`config.mk`:
```
export PLATFORM = sky130hd
export DESIGN_NAME = nx_rbus_master_arb
export DESIGN_NICKNAME = d
export VERILOG_FILES = /design/src/rtl/nx_rbus_pkg.sv /design/src/rtl/nx_rr_arb.sv /design/src/rtl/nx_rbus_master_arb.sv
export SDC_FILE = /design/constraint.sdc
export NUM_CORES = 1
export LEC_CHECK = 0
export BUFFER_PORTS_ARGS = -buffer_cell sky130_fd_sc_hd__buf_2
export CORE_MARGIN = 3
export CORE_UTILIZATION = 30
export DETAILED_ROUTE_END_ITERATION = 10
export GPL_TIMING_DRIVEN = 1
export HOLD_SLACK_MARGIN = 0.1
export SETUP_SLACK_MARGIN = 0.2
export SYNTH_ARGS = -nofsm -noshare
export SYNTH_HDL_FRONTEND = slang
export SYNTH_SLANG_ARGS = --single-unit
```
`constraint.sdc`:
```
create_clock -name clk -period 1.8 [get_ports clk]
set_clock_uncertainty 0.2 [all_clocks]
set_input_delay 0.18 -clock clk [delete_from_list [all_inputs] [get_ports clk]]
set_output_delay 0.18 -clock clk [all_outputs]
set_load 0.05 [all_outputs]
```
`src/rtl/nx_rbus_pkg.sv`:
```
// nx_rbus_pkg: shared state encoding and default widths for the rbus ring master
package nx_rbus_pkg;
  typedef enum logic [1:0] {IDLE, ISSUE, WAIT, RESP} state_t;
  localparam int N_REQ_DEF = 4;
  localparam int ADDR_BITS_DEF = 16;
  localparam int DATA_BITS_DEF = 32;
  localparam int TIMEOUT_DEF = 1023;
endpackage

```
`src/rtl/nx_rr_arb.sv`:
```
// nx_rr_arb: combinational N-way round-robin arbiter, search starts at last+1
//   req  - request vector
//   last - index of the previous winner
//   gnt  - one-hot grant (all zero when no request)
//   idx  - index of the granted requester
module nx_rr_arb #(
  parameter int N = 4
) (
  input  logic [N-1:0]         req,
  input  logic [$clog2(N)-1:0] last,
  output logic [N-1:0]         gnt,
  output logic [$clog2(N)-1:0] idx
);
  // Walk offsets from farthest to nearest so the closest requester after last wins.
  always_comb begin
    idx = '0;
    for (int i = N; i >= 1; i--)
      if (req[(int'(last) + i) % N]) idx = ($clog2(N))'((int'(last) + i) % N);
  end
  assign gnt = (|req) ? ({{(N-1){1'b0}}, 1'b1} << idx) : '0;
endmodule

```
`src/rtl/nx_rbus_master_arb.sv`:
```
// nx_rbus_master_arb: round-robin sequencer sharing one rbus ring master port
//   req_*   - per-requester valid/wr/addr/wdata, one-hot ready accept pulse
//   rsp_*   - one-hot completion pulse with rdata, err and timeout flags
//   rbus_*  - ring address/data/strobes out, read data and acks back
//   busy_o  - transaction in flight; stray_ack_o - sticky unexpected ack
module nx_rbus_master_arb import nx_rbus_pkg::*; #(
  parameter int N_REQ            = N_REQ_DEF,
  parameter int N_RBUS_ADDR_BITS = ADDR_BITS_DEF,
  parameter int N_RBUS_DATA_BITS = DATA_BITS_DEF,
  parameter int TIMEOUT_CYCLES   = TIMEOUT_DEF
) (
  input  logic                                clk,
  input  logic                                rst_n,
  input  logic [N_REQ-1:0]                    req_valid_i,
  input  logic [N_REQ-1:0]                    req_wr_i,
  input  logic [N_REQ*N_RBUS_ADDR_BITS-1:0]   req_addr_i,
  input  logic [N_REQ*N_RBUS_DATA_BITS-1:0]   req_wdata_i,
  output logic [N_REQ-1:0]                    req_ready_o,
  output logic [N_REQ-1:0]                    rsp_valid_o,
  output logic [N_RBUS_DATA_BITS-1:0]         rsp_rdata_o,
  output logic                                rsp_err_o,
  output logic                                rsp_timeout_o,
  output logic [N_RBUS_ADDR_BITS-1:0]         rbus_addr_o,
  output logic                                rbus_wr_strb_o,
  output logic [N_RBUS_DATA_BITS-1:0]         rbus_wr_data_o,
  output logic                                rbus_rd_strb_o,
  input  logic [N_RBUS_DATA_BITS-1:0]         rbus_rd_data_i,
  input  logic                                rbus_ack_i,
  input  logic                                rbus_err_ack_i,
  output logic                                busy_o,
  output logic                                stray_ack_o
);
  localparam int IW = $clog2(N_REQ);
  localparam int CW = $clog2(TIMEOUT_CYCLES + 1);
  localparam int AW = N_RBUS_ADDR_BITS;
  localparam int DW = N_RBUS_DATA_BITS;
  state_t          state;
  logic [IW-1:0]   last_grant, owner, gnt_idx;
  logic [N_REQ-1:0] gnt;
  logic            lat_wr, lat_err, lat_to;
  logic [AW-1:0]   lat_addr;
  logic [DW-1:0]   lat_wdata, lat_rdata;
  logic [CW-1:0]   cnt;
  logic            ack_any;
  assign ack_any = rbus_ack_i | rbus_err_ack_i;
  nx_rr_arb #(.N(N_REQ)) u_arb (
    .req  (req_valid_i),
    .last (last_grant),
    .gnt  (gnt),
    .idx  (gnt_idx)
  );
  always_ff @(posedge clk or negedge rst_n) begin
    if (!rst_n) begin
      state          <= IDLE;
      last_grant     <= IW'(N_REQ - 1);
      owner          <= '0;
      lat_wr         <= 1'b0;
      lat_err        <= 1'b0;
      lat_to         <= 1'b0;
      lat_addr       <= '0;
      lat_wdata      <= '0;
      lat_rdata      <= '0;
      cnt            <= '0;
      req_ready_o    <= '0;
      rsp_valid_o    <= '0;
      rsp_rdata_o    <= '0;
      rsp_err_o      <= 1'b0;
      rsp_timeout_o  <= 1'b0;
      rbus_addr_o    <= '0;
      rbus_wr_strb_o <= 1'b0;
      rbus_wr_data_o <= '0;
      rbus_rd_strb_o <= 1'b0;
      busy_o         <= 1'b0;
      stray_ack_o    <= 1'b0;
    end else begin
      req_ready_o    <= '0;
      rsp_valid_o    <= '0;
      rbus_wr_strb_o <= 1'b0;
      rbus_rd_strb_o <= 1'b0;
      if (ack_any && state != WAIT) stray_ack_o <= 1'b1;
      case (state)
        IDLE: if (|req_valid_i) begin
          owner       <= gnt_idx;
          lat_wr      <= req_wr_i[gnt_idx];
          lat_addr    <= req_addr_i[gnt_idx*AW +: AW];
          lat_wdata   <= req_wdata_i[gnt_idx*DW +: DW];
          req_ready_o <= gnt;
          busy_o      <= 1'b1;
          state       <= ISSUE;
        end
        ISSUE: begin
          rbus_addr_o    <= lat_addr;
          rbus_wr_data_o <= lat_wr ? lat_wdata : '0;
          rbus_wr_strb_o <= lat_wr;
          rbus_rd_strb_o <= !lat_wr;
          cnt            <= '0;
          state          <= WAIT;
        end
        WAIT: begin
          cnt <= (cnt == CW'(TIMEOUT_CYCLES)) ? cnt : cnt + 1'b1;
          // An ack on the terminal cycle wins over the timeout.
          if (ack_any) begin
            lat_rdata <= (rbus_ack_i && !rbus_err_ack_i && !lat_wr) ? rbus_rd_data_i : '0;
            lat_err   <= rbus_err_ack_i;
            lat_to    <= 1'b0;
            state     <= RESP;
          end else if (cnt == CW'(TIMEOUT_CYCLES - 1)) begin
            lat_rdata <= '0;
            lat_err   <= 1'b1;
            lat_to    <= 1'b1;
            state     <= RESP;
          end
        end
        RESP: begin
          rsp_valid_o   <= {{(N_REQ-1){1'b0}}, 1'b1} << owner;
          rsp_rdata_o   <= lat_rdata;
          rsp_err_o     <= lat_err;
          rsp_timeout_o <= lat_to;
          last_grant    <= owner;
          busy_o        <= 1'b0;
          state         <= IDLE;
        end
        default: state <= IDLE;
      endcase
    end
  end
endmodule

```
==> run metrics, run 1 <==
status finished, violations left; failing checks setup timing; most frequent cells in the layout buf_2 (328), dlygate4sd3_1 (233), dfrtp_1 (190); row cnt 62; syn avg cell area 11.1 sq um; crit path DAT 2.30 ns; routed via count 9466; clock sink count 193; WHS 0.0497 ns; final hold vios 0; kind of critical path register to register; Max Slew Vio Count 0; CP top delay family flip-flops; share of layout cells above drive strength 1 48.3%; I/O Pins 330; type of origin of the critical path register; Post-Synth Simple-Gate Area 8.81%; mux cell area share after synthesis 17.7%; Layout area overhead 87.3%; drt pass-1 iters 5; CP Data Required Time 1.89 ns; Pwr Total 0.0270 W; Pwr Density 1620 nW/um^2; Synth Area in Adders 0.844%; fill cell count 2223; TritonCTS clock tree yes; Seq/Total Area, Yosys 54.3%; CTS clk-pin slew, worst paths 0.08 ns; Starting Density 30.7%; die span in y 178 um; Clk Latency, worst-skew pair 0.44 ns; Syn. warnings 0; EDFF count, synth 0; Core Region 28900 sq um; worst hold path type primary input to asynchronous set/reset pin; Stages on worst setup path 7; Post-Synth XOR/XNOR Area 0.591%; cell taking the most area after synthesis dfrtp_1; drc violations 0; Worst setup EP type register; worst path cell trace nand2b_4 > a21oi_2 > o221ai_4 > buf_12 > buf_4 > mux2i_1 > o221ai_1; Post-Place Worst Slack -0.398 ns; largest family of logic cells by synthesized area multiplexers; most common cell after layout, fill and taps aside buf_2; Met2 Wirelength 19300 um; Slew headroom 57.5%; number of synthesized register bits 193; R2R cell count 7; Finished Cell Area 16700 sq um; Total Routing Usage GR 22.0%; Slowest Stage Delay on Critical Path 0.57 ns; die area 31700 sq um; RSZ-0062 raised after global routing yes; Yosys top cell area share 53.7%; Final HPWL DP 18900 um; global-route wire length before repair 54200 um; WL per Instance 20.5 um; total grt overflow 0; # port buffers 329; Final nets 1702; Clock Root Buffer clkbuf_16; Final min period 2.21 ns; distinct cell type count after synthesis 47; Max FO, Critical Path 11; Synth Net Count 1041; max frequency 453 MHz; Synth Area in Compound Gates 12.4%; Main synth FF type dfrtp_1; LEAKAGE 8.04 nW; # H-tree levels 4; Vias per Instance 5.08; routed wire length 38100 um; DP Area 11500 sq um; Synth area leaders dfrtp_1 (54%), mux2i_1 (11%), mux2_2 (6.5%), o221ai_1 (4.8%), nand2_1 (4.0%); final setup vio count 125; max_cap viols 0; number of global-route vias before repair 9984; Synth Cell Area 8890 sq um; period utilization 123%; share of synthesized registers carrying an async set or reset 100%; clock tree buffer depth 2; Die X 178 um; maximum VDD drop 871 uV; WL met3 2160 um; CTS buffer count 17; Synth Instances 799; Crit-path slowest cell dfstp_2; setup ws final -0.410 ns; Slew @ Worst Pin 0.638 ns; antenna violations before repair 2; gp weighted congestion 0.789; DRT met1 WL 14900 um; CP Buf/Inv Count 2; DRT iter0 DRCs 567; DR top layer met4; post-route ant nets 0; largest net degree at the start of global routing 52; final core occ 57.6%
-- state kept, by name, indices dropped and copies added (netlist names), 2 cells and up --
register	count
state	2
req_ready_o	4
last_grant	2
rsp_rdata_o	32
lat_wdata	32
cnt	10
lat_addr	16
owner	2
lat_rdata	32
rsp_valid_o	4
rbus_wr_data_o	32
rbus_addr_o	16
-- layer usage --
| layer | vias to the layer above | track usage (%) |
|---|---|---|
| met5 | - | 0 |
| met2 | 417 | 37.0 |
| met1 | 4724 | 26.4 |
| met4 | 0 | 11.0 |
| met3 | 135 | 5.11 |
| li1 | 4190 | - |
-- worst register-to-register path, stage by stage (launching register included) --
cell and delay [ns]:
dfstp_2 0.57, nand2b_4 0.13, a21oi_2 0.06, o221ai_4 0.25
buf_12 0.22, buf_4 0.20, mux2i_1 0.24, o221ai_1 0.18
-- per-stage QoR --
step | std cells | setup TNS (ns)
6_report | 1862 | -25.45
2_1_floorplan | 799 | -5.60
4_1_cts | 1837 | -21.46
5_1_grt | 1858 | -35.34
3_3_place_gp | 1521 | -13.58
3_5_place_dp | 1521 | -16.32
-- power by group --
group | total [W] | switching, W | internal [W] | leakage (nW)
Sequential | 0.00724 | 0.00114 | 0.00610 | 2.52
Clock | 0.00392 | 0.00203 | 0.00189 | 0.292
Combinational | 0.0158 | 0.00881 | 0.00698 | 5.23
-- path summary, 6_finish.rpt --
check / endpoint / slack (ns) / startpoint
min reg2reg: stray_ack_o$_DFFE_PN0P_ / 0.29 / stray_ack_o$_DFFE_PN0P_
min in group clk: lat_rdata[11]$_DFFE_PN0P_ / 0.15 / rbus_ack_i
max: lat_wdata[21]$_DFFE_PN0P_ / -0.41 / last_grant[1]$_DFFE_PN1P_
max in group asynchronous: rsp_rdata_o[25]$_DFFE_PN0P_ / 0.11 / rst_n
max reg2reg: lat_wdata[21]$_DFFE_PN0P_ / -0.41 / last_grant[1]$_DFFE_PN1P_
min: lat_rdata[19]$_DFFE_PN0P_ / 0.05 / rst_n
-- area by class of cell --
type | instances | area, sq um | area share [%]
antenna | 5 | 12.5 | 0.0751
clock buffer | 17 | 425 | 2.55
clock inverter | 15 | 185 | 1.11
inverter | 42 | 165 | 0.992
multi-input combinational | 505 | 4390 | 26.4
sequential | 193 | 4830 | 29.0
tap | 384 | 480 | 2.89
timing repair buffer | 701 | 6160 | 37.0
-- repair_timing --
action                                 in CTS  in global routing
endpoints found under the hold margin     278                  8
gates resized for setup                   140                166
setup buffers                              34                  7
gates cloned                               18                 12
hold buffers                              232                  1
setup endpoints to repair                 154                192
pin swaps                                  17                 20
-- cells in the mapped netlist (all sizes together) (2+ instances only) --
cell	count
clkbuf	27
nand2b	5
o221ai	50
o211ai	2
mux2	52
nand2	96
ha	6
nor2	15
and2	2
nor3b	2
buf	32
xnor2	3
a311oi	2
nand4	2
xor2	3
nor2b	3
o21ai	101
nor3	2
and3	5
inv	42
dfstp	2
a21oi	4
mux2i	99
dfrtp	191
nand3	37
-- kinds of logic (layout without fill, tap and decap cells) --
| kind of cell | after synthesis | count (layout) |
|---|---|---|
| adder cells (fa/ha/maj) | 6 | 6 |
| XOR/XNOR | 6 | 6 |
| AND/OR/NAND/NOR | 173 | 173 |
| other | 0 | 5 |
| AO/OA/AOI/OAI | 169 | 169 |
| multiplexers | 151 | 151 |
| buffers and inverters | 101 | 775 |
| flip-flops | 193 | 193 |
(Power assumes the default switching activity.)
==> inputs of run 2 (changes only) <==
==> constraint.sdc (replaced) <==
create_clock -name clk -period 2.4 [get_ports clk]
set_clock_uncertainty 0.2 [all_clocks]
set_input_delay 0.24 -clock clk [delete_from_list [all_inputs] [get_ports clk]]
set_output_delay 0.24 -clock clk [all_outputs]
set_load 0.05 [all_outputs]
==> run 2 against run 1 <==
  * The flow now finishes without violations
  * Clock-buffer cell count did not move
  * Final cell count down 5.0%
  * Sequential cell count did not move
  * First-iteration DRC count decreased by 9.2%
  * Cell area fell by 12%
  * Combinational power fell by 44%
  * Worst hold slack better by 0.12 ns
  * Global-route usage down 1.9 points
  * Register-to-register slack better by 0.54 ns
  * Clock power fell by 22%
  * Wire length decreased by 9.9%
  * Critical path depth is the same
  * Largest cell class is now flip-flops and latches
  * Highest routed layer unchanged
==> run metrics, run 2 (synthesized netlist as in run 1, its figures left out) <==
status completed; period utilization 94.4% (-28 points); row cnt 62 (unchanged); worst hold path type primary input to register; number of global-route vias before repair 9341 (-6.4%); Final min period 2.27 ns (+0.0567 ns); post-route ant nets 0 (unchanged); CP Buf/Inv Count 3 (+1); most common cell after layout, fill and taps aside buf_2; routed wire length 34400 um (-9.9%); sequential share of power 30.9% (+4.0 points); Pint 0.00930 W (-38%); type of origin of the critical path register; share of layout cells above drive strength 1 36.9% (-11 points); Starting Density 30.7% (unchanged); Slowest Stage Delay on Critical Path 0.59 ns (+0.02 ns); crit path DAT 2.37 ns (+0.07 ns); RSZ-0062 raised after global routing yes; setup ws final 0.134 ns (+0.543 ns); drc violations 0 (unchanged); Max FO, Critical Path 6 (-5); global-route wire length before repair 49800 um (-8.2%); TritonCTS clock tree yes; Comb power frac 51.4% (-7.2 points); CP Data Required Time 2.50 ns (+0.61 ns); Worst setup EP type register; Crit-path slowest cell dfstp_2; die area 31700 sq um (unchanged); drt pass-1 iters 5 (unchanged); # H-tree levels 4 (unchanged); final core occ 50.7% (-6.9 points); Slew @ Worst Pin 0.586 ns (-0.0522 ns); clock sink count 193 (unchanged); Clk Latency, worst-skew pair 0.44 ns (about the same); Max Slew Vio Count 0 (unchanged); Layout area overhead 64.9%; Final HPWL DP 18900 um (-0.31%); DRT iter0 DRCs 515 (-9.2%); die span in y 178 um (unchanged); worst path cell trace mux2i_2 > o221ai_4 > buf_12 > buf_12 > clkbuf_16 > mux2i_1 > o221ai_1; Pwr Density 1170 nW/um^2 (-27%); max frequency 441 MHz (-2.5%); Sw Ratio 46.0% (+1.5 points); I/O Pins 330 (unchanged); maximum VDD drop 685 uV (-21%); Vias per Instance 5.00 (-1.6%); Final nets 1605 (-5.7%); largest net degree at the start of global routing 83 (+60%); gp weighted congestion 0.831 (+5.3%); final hold vios 0 (unchanged); total grt overflow 0 (unchanged); R2R cell count 7 (unchanged); P_sw 0.00792 W (-34%); final setup vio count 0 (-100%); worst hold stages 4; Die X 178 um (unchanged); Stages on worst setup path 7 (unchanged); max_cap viols 0 (unchanged); CTS buffer count 17 (unchanged); # port buffers 329 (unchanged); WHS 0.165 ns (+0.115 ns); Setup TNS 0 ns (+25.45 ns); Slew headroom 60.9% (+3.5 points); placed cell count 1480 (-2.7%); Cell Count, Final, Fillers Out 1769 (-5.0%); Most common cell on crit path buf_12; clock power share 17.7% (+3.1 points); CP top delay family flip-flops; WL per Instance 19.4 um (-5.2%); Clock Root Buffer clkbuf_16; LEAKAGE 7.12 nW (-11%); clock tree buffer depth 2 (unchanged); Total Routing Usage GR 20.1% (-1.9 points); most frequent cells in the layout buf_2 (328), dlygate4sd3_1 (234), dfrtp_1 (191); antenna violations before repair 4 (+2); routed via count 8853 (-6.5%); kind of critical path register to register; CTS clk-pin slew, worst paths 0.08 ns (about the same); Core Region 28900 sq um (unchanged); Post-Place Worst Slack 0.134 ns (+0.532 ns)
[run 2: worst min-delay path: cells and delay by family]
| family | cells | cell delay, ns |
|---|---|---|
| simple gates | 2 | 0.30 |
| buf+inv | 1 | 0.14 |
| compound gates | 1 | 0.08 |
[run 2: through the flow]
stage	instance area (sq um)	total power, W
after floorplan	8890	0.0107
after global placement	11100	0.0129
after detailed placement	11100	0.0130
after CTS	14200	0.0166
after global routing	14700	0.0182
final	14700	0.0172
[run 2: area by class of cell]
type | instances | area, sq um
Antenna cell | 9 | 22.5
Clock buffer | 17 | 425
Clock inverter | 15 | 208
Fill cell | 2470 | 14300
Inverter | 42 | 158
Multi-Input combinational cell | 506 | 3920
Sequential cell | 193 | 4830
Tap cell | 384 | 480
Timing Repair Buffer | 603 | 4610
[run 2: path summary, 6_finish.rpt]
kind | start | endpoint | slack (ns)
max in group asynchronous | rst_n | lat_wdata[19]$_DFFE_PN0P_ | 0.50
min in group asynchronous | rst_n | rsp_rdata_o[26]$_DFFE_PN0P_ | 0.68
max reg2reg | last_grant[1]$_DFFE_PN1P_ | lat_wdata[24]$_DFFE_PN0P_ | 0.13
min reg2reg | lat_addr[13]$_DFFE_PN0P_ | lat_addr[13]$_DFFE_PN0P_ | 0.29
min | req_valid_i[2] | req_ready_o[3]$_DFF_PN0_ | 0.17
max | last_grant[1]$_DFFE_PN1P_ | lat_wdata[24]$_DFFE_PN0P_ | 0.13
[run 2: what timing repair did]
item | in CTS | in global routing
buffers inserted | 5 | 1
gates resized for setup | 15 | 59
hold buffers | 234 | 0
hold endpoints to repair | 276 | 0
setup endpoints to repair | 28 | 85
pin swaps | 2 | 14
gates cloned | 2 | 6
[run 2: power by group through the flow]
stage	combinational (W)	clock, W	sequential [W]
after floorplan	0.00336	0	0.00735
after CTS	0.00820	0.00314	0.00531
after detailed placement	0.00762	0	0.00536
after global routing	0.00942	0.00326	0.00548
after global placement	0.00752	0	0.00534
final	0.00885	0.00304	0.00532
[run 2: routing by layer]
metal / vias to the layer above / share of wire, % / GRT usage, %
li1: 3985 / - / -
met1: 4304 / 38 / 23.3
met2: 415 / 50 / 33.3
met3: 149 / 5.9 / 4.85
met4: 0 / 6.1 / 12.5
met5: - / 0 / 0
